## src/rtl/pc_sequencer.sv

```systemverilog
// Run-control sequencer: owns the processor PC and decides each cycle whether the
// instruction at pc executes (run, N-step, halt, jump-load, one hardware breakpoint).
module pc_sequencer #(
    parameter int PC_W     = 8,
    parameter int PC_INC   = 1,
    parameter int PC_RESET = 0,
    parameter int CNT_W    = 16
) (
    input  logic             clk,
    input  logic             rst,
    input  logic             run_req,
    input  logic             halt_req,
    input  logic             step_req,
    input  logic [7:0]       step_n,
    input  logic             jump_valid,
    input  logic [PC_W-1:0]  jump_addr,
    input  logic             bp_en,
    input  logic [PC_W-1:0]  bp_addr,
    input  logic             cnt_clr,
    output logic [PC_W-1:0]  pc,
    output logic             pc_control,
    output logic             exec_en,
    output logic             halted,
    output logic             jump_ack,
    output logic             step_done,
    output logic             bp_hit,
    output logic [CNT_W-1:0] retired_cnt
);

    typedef enum logic [1:0] {
        S_HALT = 2'd0,
        S_RUN  = 2'd1,
        S_STEP = 2'd2
    } state_t;

    state_t           state_q;
    logic [PC_W-1:0]  pc_q;
    logic [PC_W-1:0]  pc_d;
    logic [CNT_W-1:0] cnt_q;
    logic [7:0]       rem_q;
    logic             exec_q;
    logic             jump_ack_q;
    logic             step_done_q;
    logic             bp_hit_q;
    logic             bp_match;

    // The breakpoint is checked against the address about to execute next, so a
    // resume from pc==bp_addr executes that instruction without re-hitting.
    assign pc_d     = pc_q + PC_W'(PC_INC);
    assign bp_match = bp_en && (pc_d == bp_addr);

    always_ff @(posedge clk or posedge rst) begin
        if (rst) begin
            state_q     <= S_HALT;
            pc_q        <= PC_W'(PC_RESET);
            cnt_q       <= '0;
            rem_q       <= '0;
            exec_q      <= 1'b0;
            jump_ack_q  <= 1'b0;
            step_done_q <= 1'b0;
            bp_hit_q    <= 1'b0;
        end else begin
            jump_ack_q  <= 1'b0;
            step_done_q <= 1'b0;

            if (exec_q) begin
                pc_q <= pc_d;
            end
            if (cnt_clr) begin
                cnt_q <= '0;
            end else if (exec_q) begin
                cnt_q <= cnt_q + 1'b1;
            end

            case (state_q)
                S_HALT: begin
                    if (halt_req) begin
                        state_q <= S_HALT;
                    end else if (jump_valid) begin
                        pc_q       <= jump_addr;
                        jump_ack_q <= 1'b1;
                    end else if (step_req) begin
                        rem_q    <= (step_n == 8'd0) ? 8'd1 : step_n;
                        state_q  <= S_STEP;
                        exec_q   <= 1'b1;
                        bp_hit_q <= 1'b0;
                    end else if (run_req) begin
                        state_q  <= S_RUN;
                        exec_q   <= 1'b1;
                        bp_hit_q <= 1'b0;
                    end
                end
                S_RUN: begin
                    if (halt_req) begin
                        state_q <= S_HALT;
                        exec_q  <= 1'b0;
                    end else if (bp_match) begin
                        state_q  <= S_HALT;
                        exec_q   <= 1'b0;
                        bp_hit_q <= 1'b1;
                    end
                end
                S_STEP: begin
                    rem_q <= rem_q - 8'd1;
                    if (halt_req) begin
                        state_q <= S_HALT;
                        exec_q  <= 1'b0;
                        rem_q   <= '0;
                    end else if (rem_q == 8'd1 || bp_match) begin
                        state_q     <= S_HALT;
                        exec_q      <= 1'b0;
                        rem_q       <= '0;
                        step_done_q <= (rem_q == 8'd1);
                        bp_hit_q    <= bp_hit_q | bp_match;
                    end
                end
                default: begin
                    state_q <= S_HALT;
                    exec_q  <= 1'b0;
                end
            endcase
        end
    end

    assign pc          = pc_q;
    assign exec_en     = exec_q;
    assign pc_control  = ~exec_q;
    assign halted      = ~exec_q;
    assign jump_ack    = jump_ack_q;
    assign step_done   = step_done_q;
    assign bp_hit      = bp_hit_q;
    assign retired_cnt = cnt_q;

endmodule
```

## config.mk

```make
export PLATFORM = sky130hd
export DESIGN_NAME = pc_sequencer
export DESIGN_NICKNAME = d
export VERILOG_FILES = /design/src/rtl/pc_sequencer.sv
export SDC_FILE = /design/constraint.sdc
export NUM_CORES = 1
export LEC_CHECK = 0
export ABC_AREA = 1
export BUFFER_PORTS_ARGS = -buffer_cell sky130_fd_sc_hd__buf_4
export CORE_ASPECT_RATIO = 0.8
export CORE_MARGIN = 1.5
export CORE_UTILIZATION = 30
export CTS_CLUSTER_SIZE = 8
export DETAILED_ROUTE_END_ITERATION = 16
export PLACE_DENSITY = 0.51
export SLEW_MARGIN = 0
export SYNTH_ARGS = -nofsm -noshare
export SYNTH_HDL_FRONTEND = slang
export SYNTH_SLANG_ARGS = --single-unit
```

## constraint.sdc

```tcl
create_clock -name clk -period 2.7 [get_ports clk]
set_input_delay 0.135 -clock clk [delete_from_list [all_inputs] [get_ports clk]]
set_output_delay 0.135 -clock clk [all_outputs]
set_load 0.05 [all_outputs]
```

=== Word level (Yosys, flattened, before mapping) ===
Index checks and enable logic that the tools add are counted.

* Register bits: 38
* Input bits: 32
* Output and inout port bits: 30
* Logic and storage cells: 86

* Add/sub/neg operators: 3
* Eq/ne operators: 16
* Muxes and demuxes: 46
* Bitwise logic cells: 2
* Reductions and logical operators: 11

{| class="wikitable"
|+ Operators by type and width
! kind !! number
|-
| $mux 8 || 10
|-
| $mux 16 || 2
|-
| $mux 1 || 22
|-
| $add 16x1->16 const B || 1
|-
| $mux 2 || 8
|-
| $pmux 8 s2 || 1
|-
| $ne 2x2->1 const B || 7
|-
| $ne 3x3->1 const B || 4
|-
| $add 8x1->8 const B || 1
|-
| $eq 8x1->1 const B || 1
|-
| $eq 8x8->1 || 1
|-
| $logic_not 8->1 || 1
|-
| $reduce_and 4->1 || 2
|-
| $reduce_and 8->1 || 1
|-
| $sub 8x1->8 const B || 1
|-
| $pmux 1 s3 || 2
|-
| $pmux 2 s3 || 1
|-
| $reduce_and 5->1 || 1
|-
| $ne 4x4->1 const B || 1
|-
| $reduce_bool 2->1 || 2
|-
| $reduce_bool 3->1 || 1
|-
| $eq 2x1->1 const B || 1
|-
| $eq 2x2->1 const B || 1
|-
| $logic_not 2->1 || 1
|-
| other kinds (4) || 4
|}

=== Logic depth before layout (Yosys ltp) ===
Gate-level depths: netlist of run 1.

* Depth after elaboration: 7
* Depth in mapped cells: 15
* Mapped depth without buffers: 14

=== Least setup slack after synthesis of run 1 ===
OpenSTA, ideal clock, no wires.

* Path type: flip-flop to flip-flop
* From: register pc_q[0], in the netlist pc[0]
* To: register exec_q, in the netlist exec_en
* Setup time: 0.117 ns
* Data arrival time: 1.932 ns
* Data required time: 2.583 ns
* Setup slack: 0.651 ns
* Cell stages (with the launch flop): 14
* Buffers on the path: 1
* Period minus slack after synthesis: 2.049 ns
* Path through: dfrtp_1 -> ha_1 -> nand2_1 -> nor2_1 -> nand3_1 -> nand3_1 -> nand2_1 -> nor2_2 -> nand3_2 -> buf_6 -> o211ai_2 -> nand2_1 -> nand2_1 -> nand2_1

* Word-level cells in the longest chain between the ends: 6
* Elaborated cells on any way between the ends: 7
* Classes of those cells: add/sub (1); eq/ne (3); reduce/logical (3)

{| class="wikitable"
|+ Ends and longest elaborated chain
! element !! line !! RTL
|-
| start, declared || 37 || <nowiki>logic [PC_W-1:0] pc_q;</nowiki>
|-
| start signal, assigned || 55 || <nowiki>pc_q <= PC_W'(PC_RESET);</nowiki>
|-
| start signal, assigned || 67 || <nowiki>pc_q <= pc_d;</nowiki>
|-
| start signal, assigned || 80 || <nowiki>pc_q <= jump_addr;</nowiki>
|-
| $add 8x1->8 * || 49 || <nowiki>assign pc_d = pc_q + PC_W'(PC_INC);</nowiki>
|-
| $eq 8x8->1 * || 50 || <nowiki>assign bp_match = bp_en && (pc_d == bp_addr);</nowiki>
|-
| $logic_and 1x1->1 * || 50 ||
|-
| $logic_or 1x1->1 || 109 || <nowiki>end else if (rem_q == 8'd1 || bp_match) begin</nowiki>
|-
| $ne 3x3->1 (no source line) || n/a ||
|-
| $reduce_and 5->1 (no source line) * || n/a ||
|-
| end signal, assigned || 58 || <nowiki>exec_q <= 1'b0;</nowiki>
|-
| end signal, assigned || 107 || <nowiki>exec_q <= 1'b0;</nowiki>
|-
| end signal, assigned || 111 || <nowiki>exec_q <= 1'b0;</nowiki>
|-
| end, declared || 41 || <nowiki>logic exec_q;</nowiki>
|}

Mark *: on every way between the ends. The rest lies on a longest branch, timed or not.
A chain may end at the register's enable or synchronous reset.

=== Worst setup path after layout of run 1 ===
* From: register pc_q[0], in the netlist pc[0]
* To: register state_q[0]

* Word-level cells in the longest chain between the ends: 6
* Elaborated cells on any way between the ends: 7
* Classes of those cells: add/sub (1); eq/ne (3); reduce/logical (3)

{| class="wikitable"
|+ Ends and longest elaborated chain
! element !! line !! RTL
|-
| $add 8x1->8 * || 49 ||
|-
| $eq 8x8->1 * || 50 ||
|-
| $logic_and 1x1->1 * || 50 ||
|-
| $logic_or 1x1->1 || 109 ||
|-
| $ne 3x3->1 (no source line) || n/a ||
|-
| $reduce_and 4->1 (no source line) * || n/a ||
|-
| end signal, assigned || 54 || <nowiki>state_q <= S_HALT;</nowiki>
|-
| end signal, assigned || 106 || <nowiki>state_q <= S_HALT;</nowiki>
|-
| end signal, assigned || 110 || <nowiki>state_q <= S_HALT;</nowiki>
|-
| end, declared || 36 || <nowiki>state_t state_q;</nowiki>
|}

Marks and branches as above.

==> out/qor.txt, run 1 <==
CP peak stage delay - 0.46 ns
largest net degree at the start of global routing - 22
htree depth - 2
post-layout util - 0.402
area occupied by multi-input gates - 1270 sq um
kind of critical path - register to register
status - complete, no violations
fin nets - 446
asr flop ratio synth - 1.00
starting density of the core - 0.309
Avg Cell Area, Syn - 7.21 sq um
Main synth FF type - dfrtp_1
DR WL/cell - 12.3 um
GRT Overall Usage - 0.151
Fin. Hold Viols - 0
Die X-Extent - 104 um
Reg-to-Reg End - state_q[0]
Crit path top cell by count - nand3_1
Cell variety after synth - 33
clk_skew - 0.00649 ns
register area share after synthesis - 0.389
Final Slew Violations - 0
Req. time, crit path - 2.89 ns
global route overflow - 0
Final ANT Viol Nets - 0
Final Instance Count excl. Fillers - 515
CTS tree - done
Die Y - 83.7 um
core area - 7910 sq um
Cells after Synth - 339
clock root buffer - clkbuf_8
Cell Count Post-Placement - 507
CP cell instances - ha_1 > inv_1 > a21boi_0 > nand3_1 > nor2_1 > nand3_1 > nor2_1 > nand3_2 > o21ai_2 > nand2_1 > nand3_1 > nand2_1
postcts setup bufs - 0
# clock sinks - 38
Die ar. - 8700 sq um
Area growth syn-to-layout - 30.1%
Via density - 4.63
hold slack final - 0.0101 ns
Post-Route WL - 6340 um
vias in the first global route - 2254
setup violators final - 0
Critical Path Fanout Max - 11
Total Power - 3.06 mW
initial antenna violation count - 0
Mapped Nets - 379
vias - 2384
CP max-delay cell - dfrtp_1
unrepaired setup endpoints after global routing - no
Worst VDD drop - 0.294 mV
Detailed Place HPWL - 4910 um
TritonCTS Buffers - 5
CP endpoint kind - register
Sequential cell area - 951 sq um
# IOs - 62
Reg2Reg Setup Slack - 0.49 ns
max_slew headroom - 0.433
setup_tns - 0 ns
First DRT Iteration DRCs - 94
Mapped Area - 2440 sq um
CP arrival - 2.40 ns
Max-Cap Viols - 0
worst slew pin tran - 0.850 ns
# DRC - 0
first-pass GRT wire length - 10700 um
Period Utilization, post-route - 0.820
Synthesis Warnings - 0
antenna cells - 0
worst reg2reg path depth - 12
worst r2r src - pc[0]
Fmax - 452 MHz
hold buffers post-CTS - 0
DR pass1 iterations - 4
fillers - 850
Port Buf Inserts - 61
LEAKAGE - 1.56 nW
crit path launch - pc[0]
power per cell area - 962 nW/um^2
Worst setup SP type - register
Reg clk slew, reported paths - 0.09 ns
Synth area leader - dfrtp_1
clk_lat worst skew - 0.30 ns
Post-synth EDFFs - 0
# resized after CTS - 0
layout cells sized above 1 - 0.236
clk buf depth - 2
gpl congestion - 0.828
Worst Hold Class - input port to async pin
row count - 29
Synth Register Bits - 38
top post-synthesis cells by area - dfrtp_1 39%, nand2_1 9.8%, inv_1 7.1%
top cell type's share of synthesized area - 0.389
fin crit period - 2.21 ns
cell type report:
cell class / count / share of cell area
clock buffer: 5 / 0.0216
clock inverter: 3 / 0.0216
inverter: 49 / 0.0578
multi-input combinational: 245 / 0.400
sequential: 38 / 0.299
tap: 108 / 0.0425
timing repair buffer: 67 / 0.158
placed cells by master, fill, tap and decap left out, types with 3 or more instances in the layout:
cell type  synthesis  routed
nor2_2             5       5
xnor2_1            3       3
ha_1               8       8
inv_1             46      46
nand2_1           64      64
nand4_1           13      13
dfrtp_1           38      38
nand2_2            7       7
xor2_1             4       4
a21oi_1           32      32
clkbuf_8           0       5
nor2_1            40      40
nand3_1           18      18
nor3_1             7       7
o21ai_0           21      21
nor4_1             3       3
buf_4              1      67
o21ai_1            3       3
synthesized netlist by cell type (3+ instances only):
cell and number:
a21oi_1 32, clkbuf_1 4, dfrtp_1 38, ha_1 8, inv_1 46, nand2_1 64
nand2_2 7, nand3_1 18, nand4_1 13, nor2_1 40, nor2_2 5, nor3_1 7
nor4_1 3, o21ai_0 21, o21ai_1 3, xnor2_1 3, xor2_1 4
through the flow:
step	instance area [sq um]	setup slack (ns)
finish	3180	0.487
floorplan	2440	0.651
global placement	3040	0.605
global route	3180	0.264
CTS	3180	0.506
detailed placement	3040	0.517
where the power goes:
part	switching, mW	internal [mW]	total [mW]
Clock	0.226	0.370	0.597
Sequential	0.197	0.723	0.920
Combinational	1.03	0.515	1.55
layer usage:
metal  up-vias  routed length [um]  track usage
li1       1251                   -            -
met1      1083                3260        0.211
met2        43                2740        0.226
met3         7                 275       0.0359
met4         0                  62       0.0568
met5         -                   0            0
worst max-delay path by stage:
stage / endpoint / slack (ns) / depth (start not counted)
2_1_floorplan: exec_en / 0.65 / 13
3_3_place_gp: bp_hit / 0.61 / 12
3_5_place_dp: state_q[0] / 0.52 / 12
4_1_cts: state_q[0] / 0.51 / 12
5_1_grt: state_q[0] / 0.26 / 12
6_report: state_q[0] / 0.49 / 12
cell families after synthesis:
| group | synth area share |
|---|---|
| AND/OR/NAND/NOR | 0.307 |
| AO/OA/AOI/OAI | 0.147 |
| buffers and inverters | 0.0911 |
| flip-flops | 0.389 |
| adder cells (fa/ha/maj) | 0.0409 |
| XOR/XNOR | 0.0251 |
state kept, by name (all words and copies together), names as in the netlist:
register	flops
step_done	1
pc	8
bp_hit	1
retired_cnt	16
state_q	2
rem_q	8
exec_en	1
jump_ack	1
critical path: cells and delay by family, from the launching register on:
| family | cells | cell delay, ns |
|---|---|---|
| and+or+nand+nor | 8 | 0.91 |
| DFF | 1 | 0.46 |
| AOI/OAI and AO/OA | 2 | 0.36 |
| adders and majority gates | 1 | 0.33 |
| buffers and inverters | 1 | 0.05 |
(Power assumes the default switching activity.)
==> run 2: changes to the inputs <==
Clock period 2.7 ns to 2.13 ns, I/O delays scaled along.
==> run 2 against run 1 <==
Effect of this change: sequential cell count is the same; via count up 0.88%; core utilization is 0.43 points higher; sequential power is 25% higher; sequential share of layout area fell by 0.31 points; critical path type unchanged; critical endpoint is now bp_hit; highest routed layer unchanged.
==> out/qor.txt, run 2 (synthesis gave the netlist of run 1 again) <==
kind of critical path - register to register (unchanged)
pre-CTS WS - 0.0477 ns (was 0.517 ns)
Area growth syn-to-layout - 31.5% (was 30.1%)
post-layout instance area - 3220 sq um (was 3180 sq um)
Worst VDD drop - 0.371 mV (was 0.294 mV)
clk_lat worst skew - 0.29 ns (was 0.30 ns)
vias in the first global route - 2261 (was 2254)
CP endpoint kind - register (unchanged)
CP cell instances - ha_2 > inv_1 > a21boi_2 > nand3_1 > nor2_1 > nand3_1 > nor2_2 > nand3_4 > buf_4 > nand2_2 > nand3_2 > o21ai_1 (was ha_1 > inv_1 > a21boi_0 > nand3_1 > nor2_1 > nand3_1 > nor2_1 > nand3_2 > o21ai_2 > nand2_1 > nand3_1 > nand2_1)
# clock sinks - 38 (unchanged)
Reg-to-Reg End - bp_hit (was state_q[0])
clock root buffer - clkbuf_8 (unchanged)
Die Y - 83.7 um (unchanged)
number of flip-flops in the largest register - 16 (unchanged)
Port Buf Inserts - 61 (unchanged)
clk_skew - 0.00630 ns (was 0.00649 ns)
starting density of the core - 0.309 (unchanged)
Worst setup SP type - register (unchanged)
largest net degree at the start of global routing - 39 (was 22)
worst r2r src - pc[1] (was pc[0])
Hold Path Stages - 2
Fin. Hold Viols - 0 (unchanged)
Final ANT Viol Nets - 0 (unchanged)
CP arrival - 2.25 ns (was 2.40 ns)
LEAKAGE - 1.56 nW (about the same)
Hold Crit Endpoint - retired_cnt[1]
worst slew pin tran - 0.505 ns (was 0.850 ns)
Die X-Extent - 104 um (unchanged)
hold path start - cnt_clr
First DRT Iteration DRCs - 105 (was 94)
most frequent cells in the layout - 72 x buf_4, 63 x nand2_1, 46 x inv_1 (was 67 x buf_4, 64 x nand2_1, 46 x inv_1)
# IOs - 62 (unchanged)
CTS tree - done (unchanged)
clk buf depth - 2 (unchanged)
worst setup margin - 0.0946 ns (was 0.487 ns)
Via density - 4.62 (was 4.63)
setup_tns - 0 ns (unchanged)
fin nets - 452 (was 446)
setup violators final - 0 (unchanged)
Max-Cap Viols - 0 (unchanged)
commonest non-fill, non-tap cell in the layout - buf_4 (unchanged)
global route overflow - 0 (unchanged)
# DRC - 0 (unchanged)
area of placed instances - 3070 sq um (was 3040 sq um)
fin crit period - 2.04 ns (was 2.21 ns)
first-pass GRT wire length - 10700 um (about the same)
unrepaired setup endpoints after global routing - no (unchanged)
Detailed Place HPWL - 4840 um (was 4910 um)
post-layout util - 0.407 (was 0.402)
core area - 7910 sq um (unchanged)
Die ar. - 8700 sq um (unchanged)
max_slew headroom - 0.663 (was 0.433)
Worst Hold Class - input port to register (was input port to async pin)
Crit path top cell by count - nand3_1 (unchanged)
CP max-delay cell - dfrtp_1 (unchanged)
Post-Route WL - 6490 um (was 6340 um)
htree depth - 2 (unchanged)
GRT Overall Usage - 0.151 (about the same)
DR pass1 iterations - 4 (unchanged)
antenna cells - 0 (unchanged)
Reg clk slew, reported paths - 0.08 ns (was 0.09 ns)
Final Slew Violations - 0 (unchanged)
fillers - 862 (was 850)
layout cells sized above 1 - 0.257 (was 0.236)
gpl congestion - 0.812 (was 0.828)
Reg2Reg Setup Slack - 0.09 ns (was 0.49 ns)
initial antenna violation count - 0 (unchanged)
worst reg2reg path depth - 12 (unchanged)
Period Utilization, post-route - 0.956 (was 0.820)
vias - 2405 (was 2384)
DR WL/cell - 12.5 um (was 12.3 um)
status - complete, no violations (unchanged)
power per cell area - 1170 nW/um^2 (was 962 nW/um^2)
TritonCTS Buffers - 5 (unchanged)
Critical Path Fanout Max - 8 (was 11)
CP peak stage delay - 0.42 ns (was 0.46 ns)
Fmax - 491 MHz (was 452 MHz)
Req. time, crit path - 2.35 ns (was 2.89 ns)
row count - 29 (unchanged)
[run 2: worst max path at each step]
stage,startpoint,to,cells past startpoint
after floorplan,pc[0],exec_en,13
after global placement,pc[1],bp_hit,12
after detailed placement,pc[1],state_q[1],12
after CTS,pc[1],state_q[1],12
after global routing,pc[1],bp_hit,12
final,pc[1],bp_hit,12
[run 2: layout make-up]
class / count / area (sq um) / area share
Inverter: 49 / 184 / 0.0572
Clock inverter: 2 / 12.5 / 0.00389
Sequential cell: 38 / 951 / 0.296
Clock buffer: 6 / 82.6 / 0.0257
Timing Repair Buffer: 73 / 551 / 0.171
Multi-Input combinational cell: 245 / 1300 / 0.404
Tap cell: 108 / 135 / 0.0420
[run 2: through the flow]
step           instances  hold slack (ns)  power (mW)
5_1_grt              521           0.0145        4.06
2_1_floorplan        339            0.179        2.59
4_1_cts              519           0.0112        3.73
3_5_place_dp         510            0.268        3.17
6_report             521           0.0148        3.77
3_3_place_gp         510            0.278        3.16
[run 2: worst max-delay path, delay by kind of cell, from the launching register on]
kind / cells / cell delay [ns]
AOI/OAI and AO/OA: 2 / 0.22
adders and majority gates: 1 / 0.34
buffers and inverters: 2 / 0.23
DFF: 1 / 0.42
and+or+nand+nor: 7 / 0.73
[run 2: what timing repair did]
| action | 4_1_cts | 5_1_grt |
|---|---|---|
| buffers inserted | 0 | 2 |
| resized for setup | 0 | 8 |
| hold endpoints to repair | 38 | 0 |
| hold buffers | 1 | 0 |
| endpoints found under the setup margin | 0 | 8 |
[run 2: power breakdown]
group / internal [mW] / total (mW) / switching (mW)
clock: 0.261 / 0.542 / 0.281
sequential: 0.917 / 1.15 / 0.235
combinational: 0.707 / 2.07 / 1.37
[run 2: metal layers]
layer  vias up  share of wire  track usage
met2        55           0.42        0.226
met3         8          0.048       0.0390
li1       1251              -            -
met4         0         0.0076       0.0354
met5         -              0            0
met1      1091           0.53        0.216
==> run 3: changes to the inputs <==
Settings changed: MAX_ROUTING_LAYER set to met4, RECOVER_POWER set to 25.
==> run 3 against run 2 <==
Effect of this change: combinational power about the same; sequential cell count unchanged; clock skew about the same; sequential power about the same; register-to-register slack about the same; highest routed layer unchanged; hold slack unchanged; core utilization about the same; wire length decreased by 0.12%; first-iteration DRC count unchanged.
==> out/qor.txt, run 3 (synthesis gave the netlist of run 1 again) <==
Port Buf Inserts - 61 (unchanged)
area of placed instances - 3070 sq um (unchanged)
CP arrival - 2.25 ns (about the same)
# DRC - 0 (unchanged)
layout cells sized above 1 - 0.257 (unchanged)
TritonCTS Buffers - 5 (unchanged)
Die ar. - 8700 sq um (unchanged)
power per cell area - 1170 nW/um^2 (about the same)
number of flip-flops in the largest register - 16 (unchanged)
Fin. Hold Viols - 0 (unchanged)
First DRT Iteration DRCs - 105 (unchanged)
CP endpoint kind - register (unchanged)
# clock sinks - 38 (unchanged)
setup violators final - 0 (unchanged)
Hold Path Stages - 2 (unchanged)
Cell Count Post-Placement - 510 (unchanged)
Die Y - 83.7 um (unchanged)
CTS tree - done (unchanged)
Area growth syn-to-layout - 31.4% (was 31.5%)
DR WL/cell - 12.4 um (was 12.5 um)
vias - 2402 (was 2405)
Critical Path Fanout Max - 8 (unchanged)
CP Buf/Inv Count - 2 (unchanged)
kind of critical path - register to register (unchanged)
Via density - 4.61 (was 4.62)
commonest non-fill, non-tap cell in the layout - buf_4 (unchanged)
most frequent cells in the layout - 70 x buf_4, 63 x nand2_1, 46 x inv_1 (was 72 x buf_4, 63 x nand2_1, 46 x inv_1)
Fmax - 491 MHz (about the same)
setup_tns - 0 ns (unchanged)
Die X-Extent - 104 um (unchanged)
initial antenna violation count - 0 (unchanged)
Max-Cap Viols - 0 (unchanged)
Final Slew Violations - 0 (unchanged)
CP max-delay cell - dfrtp_1 (unchanged)
antenna cells - 0 (unchanged)
clock root buffer - clkbuf_8 (unchanged)
GRT Overall Usage - 0.155 (was 0.151)
hold slack final - 0.0148 ns (unchanged)
Period Utilization, post-route - 0.956 (about the same)
clk_lat worst skew - 0.29 ns (about the same)
CP cell instances - ha_2 > inv_1 > a21boi_2 > nand3_1 > nor2_1 > nand3_1 > nor2_2 > nand3_4 > buf_4 > nand2_2 > nand3_2 > o21ai_1 (unchanged)
Final ANT Viol Nets - 0 (unchanged)
Worst Hold Class - input port to register (unchanged)
unrepaired setup endpoints after global routing - no (unchanged)
global route overflow - 0 (unchanged)
clk buf depth - 2 (unchanged)
first-pass GRT wire length - 10700 um (unchanged)
Worst VDD drop - 0.371 mV (about the same)
clk_skew - 0.00656 ns (was 0.00630 ns)
worst slew pin tran - 0.993 ns (was 0.505 ns)
max_slew headroom - 0.338 (was 0.663)
row count - 29 (unchanged)
CP peak stage delay - 0.42 ns (about the same)
family with the most delay on the worst path - simple AND/OR/NAND/NOR gates (unchanged)
LEAKAGE - 1.56 nW (about the same)
status - complete, no violations (unchanged)
fin nets - 452 (unchanged)
starting density of the core - 0.309 (unchanged)
Req. time, crit path - 2.35 ns (about the same)
Reg clk slew, reported paths - 0.08 ns (about the same)
core area - 7910 sq um (unchanged)
# IOs - 62 (unchanged)
largest net degree at the start of global routing - 39 (unchanged)
Crit path top cell by count - nand3_1 (unchanged)
worst reg2reg path depth - 12 (unchanged)
Post-Route WL - 6480 um (was 6490 um)
Detailed Place HPWL - 4840 um (unchanged)
vias in the first global route - 2261 (unchanged)
DR pass1 iterations - 4 (unchanged)
post-layout instance area - 3210 sq um (was 3220 sq um)
fin crit period - 2.04 ns (about the same)
post-layout util - 0.406 (was 0.407)
fillers - 863 (was 862)
htree depth - 2 (unchanged)
Final Instance Count excl. Fillers - 521 (unchanged)
gpl congestion - 0.824 (was 0.812)
Worst setup SP type - register (unchanged)
critical path depth - 12 (unchanged)
[run 3: per-stage QoR]
step	setup slack (ns)	total power, mW
3_3_place_gp	0.135	3.16
3_5_place_dp	0.0477	3.17
2_1_floorplan	0.0807	2.59
4_1_cts	0.0405	3.73
5_1_grt	0.00502	4.06
6_report	0.0941	3.77
[run 3: report_power, final]
group,switching [mW],total [mW],leakage [nW],internal [mW]
sequential,0.235,1.15,0.484,0.917
combinational,1.37,2.07,1.03,0.706
clock,0.281,0.542,0.0472,0.261
total,1.88,3.77,1.56,1.88
[run 3: repair_timing]
item | in CTS | in global routing
resized for setup | 0 | 8
buffers inserted | 0 | 2
setup endpoints to repair | 0 | 8
hold endpoints to repair | 38 | 0
hold buffers | 1 | 0
[run 3: final cells by class]
| type | count | area [sq um] | share of cell area |
|---|---|---|---|
| multi-input cells | 245 | 1300 | 0.405 |
| flip-flops and latches | 38 | 951 | 0.296 |
| repair buffers | 73 | 548 | 0.171 |
| inverters | 49 | 184 | 0.0572 |
| well taps | 108 | 135 | 0.0421 |
| clock buffers | 6 | 82.6 | 0.0257 |
| clock inverters | 2 | 12.5 | 0.00389 |
[run 3: final timing paths]
path	slack, ns	startpoint	end
worst min-delay path	0.01	cnt_clr	retired_cnt[1]
max in group asynchronous	0.84	rst	retired_cnt[11]
worst max register to register	0.09	pc[1]	bp_hit
min in group asynchronous	0.68	rst	rem_q[7]
worst max-delay path	0.09	pc[1]	bp_hit
worst min register to register	0.53	retired_cnt[5]	retired_cnt[5]
[run 3: metal layers]
layer	wire, um	global-route usage	vias to the layer above
met3	321	0.0390	8
met4	49	0.0354	0
met1	3400	0.216	1091
met2	2710	0.226	54
met5	0	-	-
li1	-	-	1249
